## src/rtl/regfile_mp_pkg.sv

```systemverilog
// Shared defaults, zero word and clear/run state encoding for the multi-port register file.
package regfile_mp_pkg;

    localparam int XLEN_DEF  = 32;
    localparam int NREGS_DEF = 32;
    localparam int AW_DEF    = 5;

    localparam logic [XLEN_DEF-1:0] ZERO_WORD = '0;

    typedef enum logic {
        CLEAR = 1'b0,
        RUN   = 1'b1
    } state_e;

endpackage

```

## src/rtl/regfile_wsel.sv

```systemverilog
// Write-port select: reports whether any enabled write port targets a query address
// and returns its data, with the highest port index taking priority.
module regfile_wsel #(
    parameter int XLEN   = 32,
    parameter int AW     = 5,
    parameter int NUM_WR = 1
) (
    input  logic [NUM_WR-1:0]      we_i,
    input  logic [NUM_WR*AW-1:0]   waddr_i,
    input  logic [NUM_WR*XLEN-1:0] wdata_i,
    input  logic [AW-1:0]          qaddr_i,
    output logic                   hit_o,
    output logic [XLEN-1:0]        data_o
);

    // Later ports overwrite earlier matches, so the highest index wins.
    always_comb begin
        hit_o  = 1'b0;
        data_o = '0;
        for (int k = 0; k < NUM_WR; k++) begin
            if (we_i[k] && (waddr_i[k*AW +: AW] == qaddr_i)) begin
                hit_o  = 1'b1;
                data_o = wdata_i[k*XLEN +: XLEN];
            end
        end
    end

endmodule

```

## src/rtl/regfile_mp.sv

```systemverilog
// Multi-port register file with write-to-read bypass, busy scoreboard and a
// post-reset clear engine that zeroes every register before the file is usable.
module regfile_mp
    import regfile_mp_pkg::*;
#(
    parameter int XLEN   = XLEN_DEF,
    parameter int NREGS  = NREGS_DEF,
    parameter int AW     = AW_DEF,
    parameter int NUM_RD = 2,
    parameter int NUM_WR = 1
) (
    input  logic                   clk,
    input  logic                   rst,
    output logic                   ready,
    input  logic [NUM_WR-1:0]      we,
    input  logic [NUM_WR*AW-1:0]   waddr,
    input  logic [NUM_WR*XLEN-1:0] wdata,
    input  logic [NUM_RD-1:0]      re,
    input  logic [NUM_RD*AW-1:0]   raddr,
    output logic [NUM_RD*XLEN-1:0] rdata,
    output logic [NUM_RD-1:0]      rbusy,
    input  logic                   bset,
    input  logic [AW-1:0]          bset_addr
);

    state_e                       state_q, state_d;
    logic [AW-1:0]                cnt_q, cnt_d;
    logic [NREGS-1:0][XLEN-1:0]   regs_q, regs_d;
    logic [NREGS-1:0]             busy_q, busy_d;

    logic [NUM_WR-1:0]            weGated;
    logic [NREGS-1:0]             wrHit;
    logic [NREGS-1:0][XLEN-1:0]   wrData;

    assign ready   = (state_q == RUN);
    assign weGated = ready ? we : '0;

    for (genvar r = 0; r < NREGS; r++) begin : g_wb
        regfile_wsel #(.XLEN(XLEN), .AW(AW), .NUM_WR(NUM_WR)) u_wsel (
            .we_i    (weGated),
            .waddr_i (waddr),
            .wdata_i (wdata),
            .qaddr_i (AW'(r)),
            .hit_o   (wrHit[r]),
            .data_o  (wrData[r])
        );
    end

    // Clear engine walks cnt over every register; in RUN the writeback and
    // scoreboard update, with a same-cycle set overriding a clear.
    always_comb begin
        state_d = state_q;
        cnt_d   = cnt_q;
        regs_d  = regs_q;
        busy_d  = busy_q;
        if (state_q == CLEAR) begin
            regs_d[cnt_q] = '0;
            cnt_d         = cnt_q + 1'b1;
            if (cnt_q == AW'(NREGS - 1)) begin
                state_d = RUN;
            end
        end else begin
            for (int r = 0; r < NREGS; r++) begin
                if (wrHit[r]) begin
                    regs_d[r] = wrData[r];
                    busy_d[r] = 1'b0;
                end
                if (bset && (bset_addr == AW'(r))) begin
                    busy_d[r] = 1'b1;
                end
            end
        end
        regs_d[0] = '0;
        busy_d[0] = 1'b0;
    end

    always_ff @(posedge clk) begin
        if (rst) begin
            state_q <= CLEAR;
            cnt_q   <= '0;
            busy_q  <= '0;
        end else begin
            state_q <= state_d;
            cnt_q   <= cnt_d;
            busy_q  <= busy_d;
        end
    end

    // Storage has no reset of its own; the clear engine zeroes it.
    always_ff @(posedge clk) begin
        regs_q <= regs_d;
    end

    for (genvar i = 0; i < NUM_RD; i++) begin : g_rd
        logic [AW-1:0]   rdAddr;
        logic            byHit;
        logic [XLEN-1:0] byData;
        logic            rdLive;

        assign rdAddr = raddr[i*AW +: AW];
        assign rdLive = ready && re[i] && (rdAddr != '0);

        regfile_wsel #(.XLEN(XLEN), .AW(AW), .NUM_WR(NUM_WR)) u_bypass (
            .we_i    (weGated),
            .waddr_i (waddr),
            .wdata_i (wdata),
            .qaddr_i (rdAddr),
            .hit_o   (byHit),
            .data_o  (byData)
        );

        assign rdata[i*XLEN +: XLEN] = rdLive ? (byHit ? byData : regs_q[rdAddr])
                                              : XLEN'(ZERO_WORD);
        assign rbusy[i] = rdLive & busy_q[rdAddr] & ~byHit;
    end

endmodule

```

## config.mk

```make
export PLATFORM = sky130hd
export DESIGN_NAME = regfile_mp
export DESIGN_NICKNAME = d
export VERILOG_FILES = /design/src/rtl/regfile_mp_pkg.sv /design/src/rtl/regfile_wsel.sv /design/src/rtl/regfile_mp.sv
export SDC_FILE = /design/constraint.sdc
export NUM_CORES = 2
export LEC_CHECK = 0
export ABC_AREA = 1
export BUFFER_PORTS_ARGS = -buffer_cell sky130_fd_sc_hd__buf_4
export CAP_MARGIN = 0
export CORE_ASPECT_RATIO = 1.1
export CORE_MARGIN = 5
export CORE_UTILIZATION = 30
export CTS_CLUSTER_DIAMETER = 200
export CTS_CLUSTER_SIZE = 30
export DETAILED_ROUTE_END_ITERATION = 8
export PLACE_DENSITY = 0.44
export SETUP_SLACK_MARGIN = 0.02
export SLEW_MARGIN = 10
export SYNTH_ARGS = -nofsm -noshare
export SYNTH_HDL_FRONTEND = slang
export SYNTH_HIERARCHICAL = 1
export SYNTH_SLANG_ARGS = --single-unit
```

## constraint.sdc

```tcl
create_clock -name clk -period 5.7 [get_ports clk]
set_input_delay 1.14 -clock clk [delete_from_list [all_inputs] [get_ports clk]]
set_output_delay 1.14 -clock clk [all_outputs]
set_load 0.01 [all_outputs]
```

==> flow_summary.ini <==
[sta]
tns_ns = 0
timing.fmax_ghz = 0.194
timing.final.crit_share_pct = 90.3
min_period_ns = 5.15
setup_violations = 0
whs_ns = 0.485
fin_skew_ns = 0.0404
worst_slew_pin_slew_ns = 1.20
timing.slew.headroom_pct = 20.0
hold_violations = 0
rsz0062_at_grt = no
slew_viol_final = 0

[placed_design]
dp_hpwl_mm = 269
portBuffers = 124
dpl-instance-area_um2 = 94400
dp_cells = 16800
gp_congestion = 0.885

[cells_and_area]
regArea_um2 = 30500
final_area_um2 = 95600
nFillCells = 32500
final_cell_mix = 4,694 x nand2_1, 1,893 x inv_1, 1,800 x nand3_1
layout-drive-gt1-share_pct = 13.2
multi_input_area_um2 = 47400
syn_to_final_growth_pct = 6.90
nets = 13000
stdcell_count = 16900
layout_commonest_cell = nand2_1

[die]
fp.dieH_um = 583
core_um2 = 297000
die-area_um2 = 309000
top_level_ports = 125
die_w_um = 530
fp-row-count = 210
initial_core_util_pct = 30.1

[critical_path]
path_class = reg2out
worst-path-max-fanout = 32
arrival_ns = 4.01
startpoint_type = flop
critical_path_required_ns = 4.56
worst_setup_path_end_kind = output pin

[power_and_ir_drop]
switchingPower_w = 0.00684
p_int_w = 0.0122
vdd_drop_max_mv = 0.294
power_frac_seq_pct = 53.6
p_sw_share_pct = 35.9
power_density_nw_per_um2 = 199
finalPower_w = 0.0190
p_leak_nw = 45.8
combinationalPowerShare_pct = 23.8
clockPowerShare_pct = 22.6

[route]
vias = 82500
viasPerCell = 4.88
drt_wl_total_mm = 415
drc = 0
dr.first_iter.drc_count = 9057
dr.pass1.iters = 8
wl_per_cell_um = 24.6
postRouteAntennaNets = 0

[synth]
syn_avg_cell_area_um2 = 6.88
synth-seq-cells = 1029
yosysUniqueCellTypes = 32
syn_inst = 13000
syn_area_um2 = 89400
ys_seq_area_share_pct = 34.1
ys_warn_count = 6

[grt]
grt-ovfl-total = 0
grt_start_max_net_pins = 157
grt_first_pass_wirelength_mm = 586
antenna_found_initial = 27
grt_pass1_vias = 76100
grt_usage_pct = 25.9

[outcome]
status = finished clean

[clock_network]
hold_buffers = 0
clock-root-buffer = clkbuf_16
cts_resized = 0
clkSinkCount = 1029
htree_levels = 2
cts_setup_buffers = 0
cts_tree = done
clkTransAtPathRegs_ns = 0.14
cts_made_buffers = 40
insertion_delay_ns = 0.77
clock_path_buffers = 3

[hold_path]
hold_class = reg2reg

[flow_run]
max_cap_violations = 0
synthesized netlist by cell type (all sizes together):
library cell  instances  area share [%]
nand4                 5           0.035
nor3b                 1          0.0084
dfxtp                37            0.83
o211ai              169             1.4
conb                  2          0.0084
a32oi                 1          0.0098
or2                   4           0.028
a31oi                 1          0.0070
nor3                  3           0.017
nand2              4733              20
o21ai               289             1.6
clkinv                2          0.0084
a21oi               403             2.3
nor2               1661              15
buf                 494             4.4
ha                    5           0.070
nand3              1833              11
a211oi                2           0.017
nand3b               21            0.18
clkbuf              368             1.5
edfxtp              992              33
inv                1970             8.3
worst max-delay path, stage by stage, from the launching register on:
cell and delay (ns):
dfxtp_4 0.71, nand2_1 0.09, inv_1 0.13, buf_4 0.44, nand2_1 0.13, nor2_2 0.17
nand3_4 0.10, inv_2 0.12, inv_2 0.26, buf_4 0.28, a21oi_1 0.37, buf_4 0.23
buf_4 0.13
worst paths after layout:
kind                                              from                     end  slack (ns)  cells after the start
worst min register to register  busy_q[7]$_SDFFE_PP0P_  busy_q[7]$_SDFFE_PP0P_        0.49                      2
worst max register to register        ready$_SDFF_PP0_   regs_q[811]$_DFFE_PP_        1.96                     10
worst max-delay path                  ready$_SDFF_PP0_               rdata[39]        0.55                     12
worst min-delay path            busy_q[7]$_SDFFE_PP0P_  busy_q[7]$_SDFFE_PP0P_        0.49                      2
registers in the layout (all words and copies together) (netlist names):
register	flops
ready	1
cnt_q	5
regs_q	992
busy_q	31
final cells by class:
| cell class | count | share of cell area, % |
|---|---|---|
| clock inverter | 3 | 0.0498 |
| timing repair buffer | 445 | 4.32 |
| antenna | 10 | 0.0262 |
| clock buffer | 63 | 1.16 |
| inverter | 1972 | 7.78 |
| multi-input combinational | 9441 | 49.6 |
| tap | 3922 | 5.13 |
| sequential | 1029 | 31.9 |
per-stage QoR:
stage | setup WS, ns | utilization [%]
after floorplan | 1.12 | -
after global placement | 0.674 | 31.8
after detailed placement | 0.694 | 31.8
after CTS | 0.507 | 32.2
after global routing | 0.417 | 32.2
final | 0.552 | 32.2
kinds of logic after synthesis:
family | count (synthesis) | share of synthesized area [%]
other cells | 2 | 0.00840
compound gates | 865 | 5.33
simple gates | 8261 | 46.2
flops | 1029 | 34.1
fa+ha+maj | 5 | 0.0700
buf+inv | 2834 | 14.3
routing by layer:
layer | GRT usage, % | part of all wire [%] | up-vias
li1 | - | - | 39700
met1 | 34.1 | 42 | 39100
met2 | 42.9 | 47 | 2975
met3 | 2.70 | 5.9 | 604
met4 | 11.4 | 5.1 | 6
met5 | 0 | 0.0099 | -
power by group through the flow:
| stage | logic, W | clock network, W | registers, W |
|---|---|---|---|
| 6_report | 0.00453 | 0.00430 | 0.0102 |
| 5_1_grt | 0.00500 | 0.00459 | 0.0103 |
| 4_1_cts | 0.00447 | 0.00443 | 0.0102 |
| 3_5_place_dp | 0.00446 | 0 | 0.0103 |
| 3_3_place_gp | 0.00443 | 0 | 0.0103 |
| 2_1_floorplan | 0.00294 | 0 | 0.0100 |
Note: power is estimated with default switching activity, not from simulation.
